[config.mk]
export PLATFORM = sky130hd
export DESIGN_NAME = multiplexador_4x16
export DESIGN_NICKNAME = d
export VERILOG_FILES = /design/src/rtl/multiplexador_4x16_pkg.sv /design/src/rtl/multiplexador_4x16_mux4.sv /design/src/rtl/multiplexador_4x16.sv
export SDC_FILE = /design/constraint.sdc
export NUM_CORES = 1
export LEC_CHECK = 0
export BUFFER_PORTS_ARGS = -buffer_cell sky130_fd_sc_hd__buf_2
export CORE_AREA = 3 3 54 56
export DETAILED_ROUTE_END_ITERATION = 10
export DIE_AREA = 0 0 57 59
export PLACE_DENSITY = 0.86
export SLEW_MARGIN = 40
export SYNTH_ARGS = -nofsm -noshare
export SYNTH_HDL_FRONTEND = slang
export SYNTH_SLANG_ARGS = --single-unit
export TNS_END_PERCENT = 50
[constraint.sdc]
create_clock -name clk -period 1 [get_ports clk]
set_input_delay 0 -clock clk [delete_from_list [all_inputs] [get_ports clk]]
set_output_delay 0 -clock clk [all_outputs]
set_load 0.05 [all_outputs]
[src/rtl/multiplexador_4x16_pkg.sv]
// Shared definitions for the registered 4-to-1 word selector.
//   MUX_WIDTH      : default data width (16 bits)
//   SEL_A..SEL_D   : select index values formed as {sel1, sel0}
package multiplexador_4x16_pkg;

    localparam int MUX_WIDTH = 16;

    localparam logic [1:0] SEL_A = 2'd0;
    localparam logic [1:0] SEL_B = 2'd1;
    localparam logic [1:0] SEL_C = 2'd2;
    localparam logic [1:0] SEL_D = 2'd3;

endpackage

[src/rtl/multiplexador_4x16_mux4.sv]
// Purely combinational 4-to-1 word multiplexer.
//   a, b, c, d : WIDTH-bit data channels 0..3
//   idx        : 2-bit channel index (SEL_A..SEL_D)
//   y          : selected word, bit positions preserved
module multiplexador_4x16_mux4
    import multiplexador_4x16_pkg::*;
#(
    parameter int WIDTH = MUX_WIDTH
) (
    input  logic [WIDTH-1:0] a,
    input  logic [WIDTH-1:0] b,
    input  logic [WIDTH-1:0] c,
    input  logic [WIDTH-1:0] d,
    input  logic [1:0]       idx,
    output logic [WIDTH-1:0] y
);

    always_comb begin
        y = d;
        case (idx)
            SEL_A:   y = a;
            SEL_B:   y = b;
            SEL_C:   y = c;
            SEL_D:   y = d;
            default: y = d;
        endcase
    end

endmodule

[src/rtl/multiplexador_4x16.sv]
// Registered 4-to-1 selector for 16-bit words.
//   clk        : rising-edge clock
//   rst        : synchronous active-high reset (clears saida and valid)
//   A, B, C, D : data channels 0..3
//   sel0, sel1 : select bits, index = {sel1, sel0}
//   saida      : selected word, registered (one clock latency)
//   valid      : high once saida holds a post-reset selection
module multiplexador_4x16
    import multiplexador_4x16_pkg::*;
#(
    parameter int WIDTH = MUX_WIDTH
) (
    input  logic             clk,
    input  logic             rst,
    input  logic [WIDTH-1:0] A,
    input  logic [WIDTH-1:0] B,
    input  logic [WIDTH-1:0] C,
    input  logic [WIDTH-1:0] D,
    input  logic             sel0,
    input  logic             sel1,
    output logic [WIDTH-1:0] saida,
    output logic             valid
);

    logic [1:0]       sel_idx;
    logic [WIDTH-1:0] mux_y;
    logic [WIDTH-1:0] saida_d;
    logic [WIDTH-1:0] saida_q;
    logic             valid_d;
    logic             valid_q;

    // Both select bits are sampled as one index on the same edge, so a
    // simultaneous change of sel0 and sel1 never registers an intermediate.
    assign sel_idx = {sel1, sel0};

    multiplexador_4x16_mux4 #(
        .WIDTH (WIDTH)
    ) u_mux4 (
        .a   (A),
        .b   (B),
        .c   (C),
        .d   (D),
        .idx (sel_idx),
        .y   (mux_y)
    );

    // No enable: the output register reloads on every edge.
    always_comb begin
        saida_d = mux_y;
        valid_d = 1'b1;
    end

    always_ff @(posedge clk) begin
        if (rst) begin
            saida_q <= '0;
            valid_q <= 1'b0;
        end else begin
            saida_q <= saida_d;
            valid_q <= valid_d;
        end
    end

    assign saida = saida_q;
    assign valid = valid_q;

endmodule

==> key figures, run 1 <==
Die
  • Initial Utilization: 0.343
  • Cell Rows: 18
  • Io pins: between 80 and 90
  • Die area: around 3400 um2
  • Chip Width: between 50 and 60 um
  • Die Y: 59 um
  • Core region area: between 2000 and 2500 um2

Synthesis
  • Cells after synthesis: 76
  • XOR/XNOR share of the synthesized area: 0
  • Ys flop type: dfxtp_1
  • Top cell type by total area after synthesis: dfxtp_1
  • Share of the synthesized area in the top cell type: 0.400
  • Sequential area share after synthesis: 0.400
  • Most frequent cells after synthesis: 32 x mux2i_1, 17 x dfxtp_1, 16 x o22ai_1
  • Async SR Flop Fraction: 0
  • Synth Area in Compound Gates: 0.118
  • Post-synth cell types: 10
  • Largest family of logic cells by synthesized area: multiplexers
  • Syn. warnings: 0
  • Simple-gate area share of the yosys netlist: 0.0147
  • Multiplexer share of the synthesized area: 0.376
  • Avg Cell Area, Syn: 11.2 um2
  • Ranking of synthesized cells by area: dfxtp_1 40%, mux2i_1 38%, o22ai_1 12%
  • Most frequent cell after synthesis: mux2i_1
  • Register bit total from synthesis: 17
  • Post-synth EDFFs: 0
  • Mapped Area: about 850 um2
  • Adder-Cell Fraction of Synth Area: 0
  • Syn_nets: between 100 and 150

STA
  • Fin. max-slew vios: 0
  • Setup ws final: approximately 140 ps
  • Peak Freq: 1.16 GHz
  • Hold Violations, Final: 0
  • Sum Neg Setup Slack: 0 ps
  • Clock period minus worst slack: 864 ps
  • Unrepaired setup endpoints after global routing: no
  • Rel. slew slack: 0.618
  • Worst Tran Pin Value: roughly 570 ps
  • Final Cycle Share: 0.864
  • # setup viols final: 0

Final layout
  • # diodes: 0
  • Fill cells: 236
  • Final core utilization: 0.585
  • Proportion of layout cells with a drive suffix above 1: 0.511
  • P&R area growth vs syn: 70.3%
  • Cell area after layout: between 1000 and 1500 um2
  • Area of the multi-input gates: about 430 um2
  • Layout net count: 243
  • Total area of sequential cells: 340 um2

Worst setup path
  • Critical path class: reg2out
  • Worst Path Arrival: between 800 and 900 ps
  • Cell chain of the critical path: buf_2
  • Critical-path top delay cell: dfxtp_1
  • Critical Path Start: saida[13]
  • Crit path max fanout: 1
  • CP bufs+invs: 1
  • Worst path top cell family by delay: flip-flops
  • Critical path's largest stage delay: 320 ps
  • Crit start category: flop
  • Crit path required time: 1000 ps
  • Critical path capture point type: output port

Global route
  • Initial antenna violation count: 0
  • Gr usage total: 0.166
  • Vias in the first global route: 1,032
  • Largest net degree at the start of global routing: 33
  • Grt ovf: 0
  • First-pass GRT wire length: about 4300 um

Placement
  • Placer Congestion: 0.727
  • DP Area: ~1300 um2
  • Port buffer count: between 80 and 90
  • DP Wirelength: ~1900 um
  • Placement Setup Slack: ~130 ps

Route
  • Initial drt markers: 16
  • Total Wirelength: 2760 um
  • DRC viols: 0
  • Via count: around 980
  • Post-DR wirelength/cell: 13.5 um
  • Final antenna-violating net count: 0
  • TritonRoute pass-1 iters: 2
  • Vias/cell: roughly 4.8

Clock network
  • CTS tree: built
  • Clock tree buffer depth: 2
  • CTS H-tree lvls: 1
  • # clock sinks: 17
  • Post-CTS Resized: 0
  • TritonCTS buffer count: 3
  • Clock transition at path regs: 100 ps
  • Root Driver: clkbuf_4

Hold path
  • Critical hold path startpoint: B[12]
  • Worst Hold End: saida[12]
  • Min-delay worst type: in2reg
  • Hold path depth: 3

Pwr
  • Final Total Pwr: 0.00172 W
  • PwrDens: 1190 nW/um2
  • Leakage Power: around 0.80 nW
  • Max rail drop VDD: between 0.0008 and 0.0009 V

Flow run
  • Max cap viols: 0

Outcome
  • Outcome: complete, no violations
-- layout make-up --
| class | instances | area share |
|---|---|---|
| Clock buffer | 4 | 0.0181 |
| Inverter | 1 | 0.00259 |
| Tap cell | 30 | 0.0259 |
| Sequential cell | 17 | 0.235 |
| Multi-Input combinational cell | 50 | 0.299 |
| Timing Repair Buffer | 102 | 0.420 |
-- timing repair --
action	in CTS	in global routing
setup buffers	0	0
hold buffers	16	0
endpoints found under the hold margin	9	0
-- worst min-delay path, cell delays in order --
cell and delay, ps:
buf_2 90, mux2i_1 60, o22ai_1 110
-- per-layer routing --
metal / vias to the layer above / share of wire / track usage
met1: 430 / 0.33 / 0.163
li1: 487 / - / -
met4: 0 / 0.014 / 0.0695
met3: 4 / 0.11 / 0.0436
met2: 54 / 0.55 / 0.325
met5: - / 0 / 0
-- through the flow --
stage	std cells	hold WS [ps]
after global placement	184	171
after floorplan	76	56.5
final	204	8.68
after CTS	204	0.458
after detailed placement	184	182
after global routing	204	19.0
-- flip-flops by register name, summed over array words and instances (netlist names) --
signal and cells:
valid 1, saida 16
-- power by group --
| part | internal, W | switching (W) | total (W) | leakage, nW |
|---|---|---|---|---|
| logic | 0.000264 | 0.000352 | 0.000615 | 0.646 |
| clock network | 0.000155 | 0.000206 | 0.000360 | 0.0150 |
| registers | 0.000731 | 0.0000112 | 0.000742 | 0.142 |
| total | 0.00115 | 0.000569 | 0.00172 | 0.802 |
-- cells by family after synthesis --
family	after synthesis
mux	32
compound gates	16
buf+inv	9
flops	17
simple gates	2
-- worst max path at each step --
stage	end	cells past startpoint	slack (ps)
floorplan	saida[0]	4	300
CTS	saida[13]	1	120
finish	saida[13]	1	140
detailed placement	saida[7]	3	130
global placement	saida[2]	3	160
global route	saida[12]	1	90
-- placed cells by master (no fill, tap or decap) --
master         instances
dlygate4sd3_1         16
dfxtp_1               17
nand2b_1               1
clkbuf_4               3
inv_1                  1
or2_1                  1
buf_12                 1
clkbuf_1               1
mux2i_1               32
buf_4                  1
o22ai_1               16
buf_2                 84
Note: power is estimated with default switching activity, not from simulation.
==> run 2: changes to the inputs <==
Settings changed: PLACE_DENSITY 0.86 to 0.77.
==> key figures, run 2 (synthesized netlist as in run 1, its figures left out) <==
Outcome
  • Outcome: complete, no violations (unchanged)

Pwr
  • Combinational power share: 0.373 (was 0.358)
  • PwrDens: 1130 nW/um2 (was 1190 nW/um2)
  • Leakage Power: 0.861 nW (was 0.802 nW)
  • Share of power burned in registers: 0.417 (was 0.432)
  • Clk pwr share: 0.210 (about the same)
  • Net Switching: 0.000603 W (was 0.000569 W)
  • Switching Fraction: 0.338 (was 0.331)
  • Max rail drop VDD: 0.000804 V (was 0.000813 V)
  • Internal Power: 0.00118 W (was 0.00115 W)
  • Final Total Pwr: 0.00178 W (was 0.00172 W)

STA
  • Clock period minus worst slack: 894 ps (was 864 ps)
  • Worst Tran Pin Value: 605 ps (was 573 ps)
  • Hold Violations, Final: 0 (unchanged)
  • Sum Neg Setup Slack: 0 ps (unchanged)
  • Setup ws final: 106 ps (was 136 ps)
  • Unrepaired setup endpoints after global routing: no (unchanged)
  • # setup viols final: 0 (unchanged)
  • Rel. slew slack: 0.597 (was 0.618)
  • Final Cycle Share: 0.894 (was 0.864)
  • Peak Freq: 1.12 GHz (was 1.16 GHz)
  • Hold Worst Slack: 2.10 ps (was 8.68 ps)
  • Fin. max-slew vios: 0 (unchanged)

Worst setup path
  • Critical-path top delay cell: dfxtp_1 (unchanged)
  • CP bufs+invs: 1 (unchanged)
  • Crit path required time: 1000 ps (about the same)
  • Critical path class: reg2out (unchanged)
  • Cell chain of the critical path: buf_2 (unchanged)
  • Worst Path Arrival: 890 ps (was 860 ps)
  • Crit path max fanout: 1 (unchanged)
  • Crit start category: flop (unchanged)
  • Worst path top cell family by delay: flip-flops (unchanged)
  • Critical path capture point type: output port (unchanged)
  • Critical path's largest stage delay: 340 ps (was 320 ps)

Final layout
  • Layout net count: 255 (was 243)
  • Max FFs per register: 16 (unchanged)
  • Commonest non-fill, non-tap cell in the layout: buf_2 (unchanged)
  • P&R area growth vs syn: 85.4% (was 70.3%)
  • Fill cells: 212 (was 236)
  • Commonest cells after routing, fill and taps aside: 84 x buf_2, 32 x mux2i_1, 26 x dlygate4sd3_1 (was 84 x buf_2, 32 x mux2i_1, 17 x dfxtp_1)
  • # diodes: 0 (unchanged)
  • Proportion of layout cells with a drive suffix above 1: 0.495 (was 0.511)

Die
  • Initial Utilization: 0.343 (unchanged)
  • Cell Rows: 18 (unchanged)
  • Io pins: 85 (unchanged)
  • Chip Width: 57 um (unchanged)
  • Die area: 3360 um2 (unchanged)
  • Core region area: 2480 um2 (unchanged)
  • Die Y: 59 um (unchanged)

Placement
  • Placement Setup Slack: 97.5 ps (was 128 ps)
  • Port buffer count: 84 (unchanged)
  • Placer Congestion: 0.674 (was 0.727)
  • DP Wirelength: 2020 um (was 1880 um)

Route
  • Total Wirelength: 3090 um (was 2760 um)
  • DRC viols: 0 (unchanged)
  • Final antenna-violating net count: 0 (unchanged)
  • Via count: 1,027 (was 975)
  • Vias/cell: 4.75 (was 4.78)
  • Initial drt markers: 16 (unchanged)
  • TritonRoute pass-1 iters: 4 (was 2)
  • Post-DR wirelength/cell: 14.3 um (was 13.5 um)

Global route
  • Largest net degree at the start of global routing: 21 (was 33)
  • Grt ovf: 0 (unchanged)
  • Vias in the first global route: 1,075 (was 1,032)
  • Initial antenna violation count: 0 (unchanged)
  • Gr usage total: 0.182 (was 0.166)
  • First-pass GRT wire length: 4670 um (was 4280 um)

Hold path
  • Critical hold path startpoint: D[3] (was B[12])
  • Hold path depth: 3 (unchanged)
  • Worst Hold End: saida[3] (was saida[12])
  • Min-delay worst type: in2reg (unchanged)

Clock network
  • TritonCTS buffer count: 3 (unchanged)
  • Clock tree buffer depth: 2 (unchanged)
  • Root Driver: clkbuf_4 (unchanged)
  • Setup bufs post-CTS: 0 (unchanged)
  • CTS tree: built (unchanged)
  • CTS H-tree lvls: 1 (unchanged)
  • # clock sinks: 17 (unchanged)
  • Clock transition at path regs: 110 ps (was 100 ps)

Flow run
  • Max cap viols: 0 (unchanged)
==> run 2: cell types whose count changed in the layout (fill, tap and decap cells not counted), sizes merged <==
cell,delta
dlygate4sd3,+10
clkinv,+1
buf,+2
clkbuf,-1
==> run 2: cell type report <==
class	instances	area, um2	area share
Inverter	1	3.75	0.00238
Sequential cell	17	340	0.216
Tap cell	30	37.5	0.0238
Multi-Input combinational cell	50	433	0.274
Timing Repair Buffer	114	736	0.466
Clock inverter	1	5.00	0.00317
Clock buffer	3	22.5	0.0143
==> run 2: repair_timing <==
item / 4_1_cts / 5_1_grt
endpoints found under the hold margin: 15 / 0
gates resized for setup: 0 / 0
hold buffers: 26 / 0
setup endpoints to repair: 0 / 0
==> run 2: how the worst max path moves through the flow <==
stage              start        end  slack [ps]  depth (start not counted)
5_1_grt         saida[3]   saida[3]          80                          1
3_3_place_gp        sel0   saida[8]         170                          3
4_1_cts        saida[12]  saida[12]         110                          1
6_report       saida[14]  saida[14]         110                          1
2_1_floorplan       sel1   saida[0]         300                          4
3_5_place_dp         rst   saida[4]         100                          3
==> run 2: tightest hold or removal path: cells and delay by family <==
family | cells | cell delay, ps
compound gates | 1 | 120
buf+inv | 1 | 70
mux | 1 | 60
==> run 2: metal layers <==
metal | vias to the layer above | part of all wire | global-route usage
met5 | - | 0 | 0
met1 | 465 | 0.34 | 0.180
li1 | 508 | - | -
met4 | 0 | 0.0032 | 0.0497
met2 | 52 | 0.56 | 0.369
met3 | 2 | 0.088 | 0.0479
==> run 2: metrics by stage <==
stage | instance area, um2 | instances | util
after global routing | 1580 | 216 | 0.637
after floorplan | 851 | 76 | -
after global placement | 1290 | 186 | 0.521
final | 1580 | 216 | 0.637
after CTS | 1580 | 216 | 0.637
after detailed placement | 1290 | 186 | 0.521
==> run 2: power groups by stage <==
| stage | clock (W) | combinational, W | sequential (W) |
|---|---|---|---|
| final | 0.000374 | 0.000665 | 0.000744 |
| after global routing | 0.000400 | 0.000708 | 0.000750 |
| after floorplan | 0 | 0.000181 | 0.000955 |
| after CTS | 0.000388 | 0.000659 | 0.000744 |
| after global placement | 0 | 0.000563 | 0.000758 |
| after detailed placement | 0 | 0.000580 | 0.000759 |
